===== src/rtl/bcd_pkg.sv =====
// Shared definitions for the binary-to-BCD converter.
//   BCD_DIGIT_W  width of one packed BCD digit
//   bcd_state_e  converter FSM states
//   bcd_add3     double-dabble correction of one digit
package bcd_pkg;

  localparam int unsigned BCD_DIGIT_W = 4;

  typedef enum logic [1:0] {
    IDLE  = 2'd0,
    SHIFT = 2'd1,
    DONE  = 2'd2
  } bcd_state_e;

  // A digit of 5 or more would exceed 9 once doubled; adding 3 first makes the
  // doubling carry correctly into the next digit.
  function automatic logic [BCD_DIGIT_W-1:0] bcd_add3(input logic [BCD_DIGIT_W-1:0] digit);
    return (digit >= 4'd5) ? digit + 4'd3 : digit;
  endfunction

endpackage


===== src/rtl/bcd_converter_if.sv =====
// Handshake bundle of the binary-to-BCD converter.
//   in_valid/in_ready/bin_in           operand handshake (producer -> converter)
//   out_valid/out_ready                result handshake (converter -> consumer)
//   bcd_out/overflow/neg               result payload
// Modports: master = producer/consumer side, slave = converter side.
interface bcd_converter_if #(
  parameter int unsigned BIN_W  = 12,
  parameter int unsigned DIGITS = 4
);
  import bcd_pkg::*;

  logic                          in_valid;
  logic                          in_ready;
  logic [BIN_W-1:0]              bin_in;
  logic                          out_valid;
  logic                          out_ready;
  logic [BCD_DIGIT_W*DIGITS-1:0] bcd_out;
  logic                          overflow;
  logic                          neg;

  modport master (
    output in_valid, bin_in, out_ready,
    input  in_ready, out_valid, bcd_out, overflow, neg
  );

  modport slave (
    input  in_valid, bin_in, out_ready,
    output in_ready, out_valid, bcd_out, overflow, neg
  );

endinterface


===== src/rtl/bcd_digit_cell.sv =====
// One stage of the double-dabble digit chain: correct the digit, then shift it
// left by one taking shift_in as the new LSB.
//   digit       current digit value
//   shift_in    bit arriving from the next-lower digit (or the operand)
//   digit_next  corrected and shifted digit
//   shift_out   bit leaving toward the next-higher digit
module bcd_digit_cell
  import bcd_pkg::*;
(
  input  logic [BCD_DIGIT_W-1:0] digit,
  input  logic                   shift_in,
  output logic [BCD_DIGIT_W-1:0] digit_next,
  output logic                   shift_out
);

  logic [BCD_DIGIT_W-1:0] corrected;

  always_comb begin
    corrected  = bcd_add3(digit);
    digit_next = {corrected[BCD_DIGIT_W-2:0], shift_in};
    shift_out  = corrected[BCD_DIGIT_W-1];
  end

endmodule


===== src/rtl/bcd_converter.sv =====
// Sequential binary-to-BCD converter (double dabble, one operand bit per cycle).
// Parameters: BIN_W (1..32) operand width, DIGITS (1..10) BCD digits produced.
// Ports:
//   clk    rising-edge clock
//   n_rst  asynchronous active-low reset
//   bus    bcd_converter_if.slave: operand/result handshakes, bcd_out, overflow, neg
// Optional feature: define BCD_SIGNED_EN to treat bin_in as two's complement
// (neg reports the sign, the magnitude is converted). Default build is unsigned
// with neg tied low.
module bcd_converter
  import bcd_pkg::*;
#(
  parameter int unsigned BIN_W  = 12,
  parameter int unsigned DIGITS = 4
) (
  input logic             clk,
  input logic             n_rst,
  bcd_converter_if.slave  bus
);

  localparam int unsigned BCD_W = BCD_DIGIT_W * DIGITS;
  localparam int unsigned CNT_W = (BIN_W > 1) ? $clog2(BIN_W) : 1;
  localparam logic [BCD_W-1:0] NINES = {DIGITS{4'h9}};

  if (BIN_W < 1 || BIN_W > 32) begin : g_bin_w_check
    $error("bcd_converter: BIN_W must be within 1..32");
  end
  if (DIGITS < 1 || DIGITS > 10) begin : g_digits_check
    $error("bcd_converter: DIGITS must be within 1..10");
  end

  bcd_state_e       state_q, state_d;
  logic [BIN_W-1:0] op_q, op_d;
  logic [BCD_W-1:0] dig_q, dig_d;
  logic [BCD_W-1:0] res_q, res_d;
  logic [CNT_W-1:0] cnt_q, cnt_d;
  logic             ovf_q, ovf_d;
`ifdef BCD_SIGNED_EN
  logic             neg_q, neg_d;
`endif

  // Digit chain: the operand MSB enters digit 0, carries ripple upward, and
  // whatever leaves the top digit marks the value as too large.
  logic [DIGITS:0]  carry;
  logic [BCD_W-1:0] dig_shifted;

  assign carry[0] = op_q[BIN_W-1];

  for (genvar i = 0; i < DIGITS; i++) begin : g_cell
    bcd_digit_cell u_cell (
      .digit      (dig_q[i*BCD_DIGIT_W +: BCD_DIGIT_W]),
      .shift_in   (carry[i]),
      .digit_next (dig_shifted[i*BCD_DIGIT_W +: BCD_DIGIT_W]),
      .shift_out  (carry[i+1])
    );
  end

  always_comb begin
    state_d = state_q;
    op_d    = op_q;
    dig_d   = dig_q;
    res_d   = res_q;
    cnt_d   = cnt_q;
    ovf_d   = ovf_q;
`ifdef BCD_SIGNED_EN
    neg_d   = neg_q;
`endif
    unique case (state_q)
      IDLE: begin
        if (bus.in_valid) begin
`ifdef BCD_SIGNED_EN
          // The most negative value negates to itself, which is exactly its
          // magnitude when read as unsigned.
          neg_d = bus.bin_in[BIN_W-1];
          op_d  = bus.bin_in[BIN_W-1] ? (~bus.bin_in + BIN_W'(1)) : bus.bin_in;
`else
          op_d  = bus.bin_in;
`endif
          dig_d   = '0;
          cnt_d   = '0;
          ovf_d   = 1'b0;
          state_d = SHIFT;
        end
      end
      SHIFT: begin
        op_d  = op_q << 1;
        dig_d = dig_shifted;
        ovf_d = ovf_q | carry[DIGITS];
        cnt_d = cnt_q + 1'b1;
        if (cnt_q == CNT_W'(BIN_W - 1)) begin
          res_d   = (ovf_q | carry[DIGITS]) ? NINES : dig_shifted;
          state_d = DONE;
        end
      end
      DONE: begin
        if (bus.out_ready) begin
          state_d = IDLE;
        end
      end
      default: state_d = IDLE;
    endcase
  end

  always_ff @(posedge clk or negedge n_rst) begin
    if (!n_rst) begin
      state_q <= IDLE;
      op_q    <= '0;
      dig_q   <= '0;
      res_q   <= '0;
      cnt_q   <= '0;
      ovf_q   <= 1'b0;
`ifdef BCD_SIGNED_EN
      neg_q   <= 1'b0;
`endif
    end else begin
      state_q <= state_d;
      op_q    <= op_d;
      dig_q   <= dig_d;
      res_q   <= res_d;
      cnt_q   <= cnt_d;
      ovf_q   <= ovf_d;
`ifdef BCD_SIGNED_EN
      neg_q   <= neg_d;
`endif
    end
  end

  assign bus.in_ready  = (state_q == IDLE);
  assign bus.out_valid = (state_q == DONE);
  assign bus.bcd_out   = res_q;
  assign bus.overflow  = ovf_q;
`ifdef BCD_SIGNED_EN
  assign bus.neg       = neg_q;
`else
  assign bus.neg       = 1'b0;
`endif

endmodule


===== src/flat_wrapper.sv =====
// flat-port wrapper written by rule: the top's interface ports become plain ports
module bcd_converter_flat import bcd_pkg::*;
#(
  parameter int unsigned BIN_W  = 12,
  parameter int unsigned DIGITS = 4
)
  (clk, n_rst, bus_in_valid, bus_bin_in, bus_out_ready, bus_in_ready, bus_out_valid, bus_bcd_out, bus_overflow, bus_neg);
  bcd_converter_if #(.BIN_W(BIN_W), .DIGITS(DIGITS)) bus_i ();
  input logic clk;
  input logic n_rst;
  input wire logic [$bits(bus_i.in_valid)-1:0] bus_in_valid;
  input wire logic [$bits(bus_i.bin_in)-1:0] bus_bin_in;
  input wire logic [$bits(bus_i.out_ready)-1:0] bus_out_ready;
  output wire logic [$bits(bus_i.in_ready)-1:0] bus_in_ready;
  output wire logic [$bits(bus_i.out_valid)-1:0] bus_out_valid;
  output wire logic [$bits(bus_i.bcd_out)-1:0] bus_bcd_out;
  output wire logic [$bits(bus_i.overflow)-1:0] bus_overflow;
  output wire logic [$bits(bus_i.neg)-1:0] bus_neg;
  assign bus_i.in_valid = bus_in_valid;
  assign bus_i.bin_in = bus_bin_in;
  assign bus_i.out_ready = bus_out_ready;
  assign bus_in_ready = bus_i.in_ready;
  assign bus_out_valid = bus_i.out_valid;
  assign bus_bcd_out = bus_i.bcd_out;
  assign bus_overflow = bus_i.overflow;
  assign bus_neg = bus_i.neg;
  bcd_converter #(.BIN_W(BIN_W), .DIGITS(DIGITS)) u_core (.clk(clk), .n_rst(n_rst), .bus(bus_i));
endmodule

===== config.mk =====
export PLATFORM = sky130hd
export DESIGN_NAME = bcd_converter_flat
export DESIGN_NICKNAME = d
export VERILOG_FILES = /design/src/rtl/bcd_pkg.sv /design/src/rtl/bcd_converter_if.sv /design/src/rtl/bcd_digit_cell.sv /design/src/rtl/bcd_converter.sv /design/src/flat_wrapper.sv
export SDC_FILE = /design/constraint.sdc
export NUM_CORES = 1
export LEC_CHECK = 0
export ABC_AREA = 0
export CORE_MARGIN = 5
export CORE_UTILIZATION = 50
export CTS_BUF_LIST = sky130_fd_sc_hd__clkbuf_4 sky130_fd_sc_hd__clkbuf_8
export CTS_CLUSTER_DIAMETER = 80
export DETAILED_ROUTE_END_ITERATION = 10
export HOLD_SLACK_MARGIN = 0.1
export MAX_ROUTING_LAYER = met4
export PLACE_DENSITY = 0.72
export SKIP_LAST_GASP = 1
export SLEW_MARGIN = 20
export SYNTH_ARGS = -nofsm -noshare
export SYNTH_HDL_FRONTEND = slang
export SYNTH_SLANG_ARGS = --single-unit

===== constraint.sdc =====
create_clock -name clk -period 3.9 [get_ports clk]
set_clock_uncertainty 0.15 [all_clocks]
set_input_delay 0.975 -clock clk [delete_from_list [all_inputs] [get_ports clk]]
set_output_delay 0.975 -clock clk [all_outputs]
set_load 0.01 [all_outputs]

==> flow_summary_export.csv <==
group,metric,value,unit
worst_setup_path,rr_startpoint,"u_core.state_q[0]",
worst_hold_path,min_path_cells,2,
placement,hpwl,3590,microns
synthesis,ys_types,34,
synthesis,synth_area,2590,sq um
timing,rsz0062_at_grt,"false",
cts,cts.sinks,51,
cts,h-tree-depth,2,
timing,worst_slew_pin_slew,0.769,ns
worst_setup_path,reg2reg_slack,1.70,ns
power,total_power,2.48,mW
synthesis,async_flop_share,100,%
drt,totalWireLength,5180,microns
synthesis,synth_edf_count,0,
global_route,antenna_found_initial,0,
cells_and_area,final_cell_mix,"dfrtp_1 (51), clkdlybuf4s50_1 (33), o21ai_0 (31), nand2_1 (28), a21oi_1 (25)",
worst_setup_path,critPathKind,"reg -> out",
die,dieArea,6720,sq um
die,initial_utilization,51.0,%
timing,fin_crit_sh,74.5,%
cells_and_area,diodes,0,
timing,relSlewSlack,48.7,%
cts,cts_tree,"built",
power,power_density,812,nW/um^2
synthesis,synth_ff_type,"dfrtp_1",
drt,vias,1957,
global_route,overflow,0,
cells_and_area,final_common_cell,"dfrtp_1",
worst_setup_path,cp-start-kind,"flop",
drt,viasPerCell,5.39,
worst_setup_path,crit_path_end_kind,"output pin",
run,drv_cap,0,
cts,cts_hold_buffers,0,
cts,clk_latency,0.29,ns
synthesis,synth_fp_nets,289,
cts,ctsResizeCount,0,
die,rows,26,
placement,gp_congestion,0.839,
global_route,grt_pass1_wl,8940,microns
die,design.core.area,5070,sq um
timing,fin_tns_setup,0,ns
cells_and_area,nNetsFinal,317,
cts,numCtsBuffers,5,
drt,dr.pass1.iters,4,
worst_setup_path,r2r_end,"u_core.bus.bcd_out[10]",
cells_and_area,syn_to_final_growth,17.8,%
worst_hold_path,hold_end,"u_core.bus.bcd_out[5]",
worst_hold_path,worstHoldStart,"u_core.bus.bcd_out[5]",
cells_and_area,drive_above_1_share,7.17,%
global_route,grt_max_degree,28,
worst_setup_path,reg2regPathDepth,3,
timing,max_freq,344,MHz
drt,initialDrtViolationCount,142,
cells_and_area,postLayoutCoreUtil,60.1,%
global_route,track_usage,17.6,%
placement,port_buffers,34,
die,io_pins,36,
cts,cts_root_buf,"clkbuf_8",
timing,setup_viol,0,
worst_hold_path,worst_hold_path_type,"reg -> reg",
synthesis,postSynthAreaPerCell,9.81,sq um
worst_setup_path,crit_required,2.77,ns
worst_setup_path,crit_fanout,19,
timing,drv_slew,0,
synthesis,synthCells,264,
die,die_width,82.0,microns
synthesis,synth.yosys.seq_area_share,49.3,%
cells_and_area,fillers,464,
cts,cts_setup_buffers,0,
timing,period_minus_slack,2.90,ns
drt,ant_nets,0,
power,ir_drop,336,uV
worst_setup_path,cp.arrival,1.78,ns
synthesis,ys_ff_latch,51,
cts,cts_buffer_depth,2,
drt,wire_per_inst,14.3,microns
die,die_h,82.0,microns
status,status,"completed",
power,leakage,1.28,nW
cts,path_clk_slew,0.09,ns
timing,finalHoldViolCount,0,
drt,drc,0,
synthesis,yosysWarnings,0,
global_route,grt_pass1_vias,1978,
[cells by family after synthesis]
| family | after synthesis | share of synthesized area (%) |
|---|---|---|
| xor gates and xnor gates | 4 | 1.35 |
| other | 1 | 0.145 |
| DFF | 51 | 49.3 |
| buffers and inverters | 25 | 4.73 |
| and+or+nand+nor | 80 | 16.3 |
| AOI/OAI and AO/OA | 94 | 23.9 |
| adders and majority gates | 9 | 4.35 |
[worst max-delay path by stage]
stage                           start        endpoint  slack, ns  cells past startpoint
floorplan           u_core.state_q[1]    bus_in_ready       1.91                      3
global placement         bus_in_valid  u_core.op_q[8]       0.98                      4
detailed placement       bus_in_valid  u_core.op_q[5]       0.94                      4
CTS                 u_core.state_q[1]   bus_out_valid       0.98                      3
global route        u_core.state_q[1]   bus_out_valid       0.90                      3
finish              u_core.state_q[1]   bus_out_valid        1.0                      3
[Yosys cell counts, drive strengths merged, types with 9 or more instances]
library cell | number | share of area, %
a21oi | 25 | 4.8
a22oi | 10 | 2.9
dfrtp | 51 | 49
ha | 9 | 4.3
inv | 9 | 1.3
nand2 | 28 | 4.1
nor2 | 11 | 1.6
nor2b | 18 | 4.3
o21ai | 32 | 6.6
[area by class of cell]
| cell class | instances | area [sq um] | area share (%) |
|---|---|---|---|
| clock buffers | 8 | 104 | 3.40 |
| inverters | 9 | 33.8 | 1.11 |
| multi-input cells | 188 | 1190 | 39.0 |
| flip-flops and latches | 51 | 1280 | 41.8 |
| well taps | 70 | 87.6 | 2.87 |
| repair buffers | 37 | 358 | 11.7 |
[where the power goes]
| group | total [mW] | leakage (nW) | switching [mW] | internal (mW) |
|---|---|---|---|---|
| Sequential | 0.989 | 0.636 | 0.223 | 0.766 |
| Clock | 0.332 | 0.0549 | 0.163 | 0.169 |
| Combinational | 1.16 | 0.590 | 0.611 | 0.545 |
| Total | 2.48 | 1.28 | 0.997 | 1.48 |
[worst max-delay path: stages, from the launching register on]
cell and delay, ns:
dfrtp_1 0.74, nand2b_1 0.14, inv_1 0.08, clkdlybuf4s50_1 0.53
[registers in the layout (all words and copies together) (netlist names)]
register and count:
u_core.op_q 12, u_core.bus.bcd_out 16, u_core.cnt_q 4, u_core.bus.overflow 1, u_core.state_q 2, u_core.dig_q 16
[layer usage]
metal	wire (microns)	track usage, %	vias to the layer above
met5	0	-	-
met4	24	4.98	0
met3	211	3.40	2
met2	2500	29.2	32
met1	2440	22.0	945
li1	-	-	978
[through the flow]
step,hold slack [ns],area [sq um],worst slack (ns),cells
floorplan,0.316,2590,1.91,264
global placement,0.309,2950,0.976,355
detailed placement,0.313,2950,0.937,355
CTS,0.335,3050,0.978,363
global route,0.342,3050,0.899,363
finish,0.333,3050,0.995,363
Note: power is estimated with default switching activity, not from simulation.
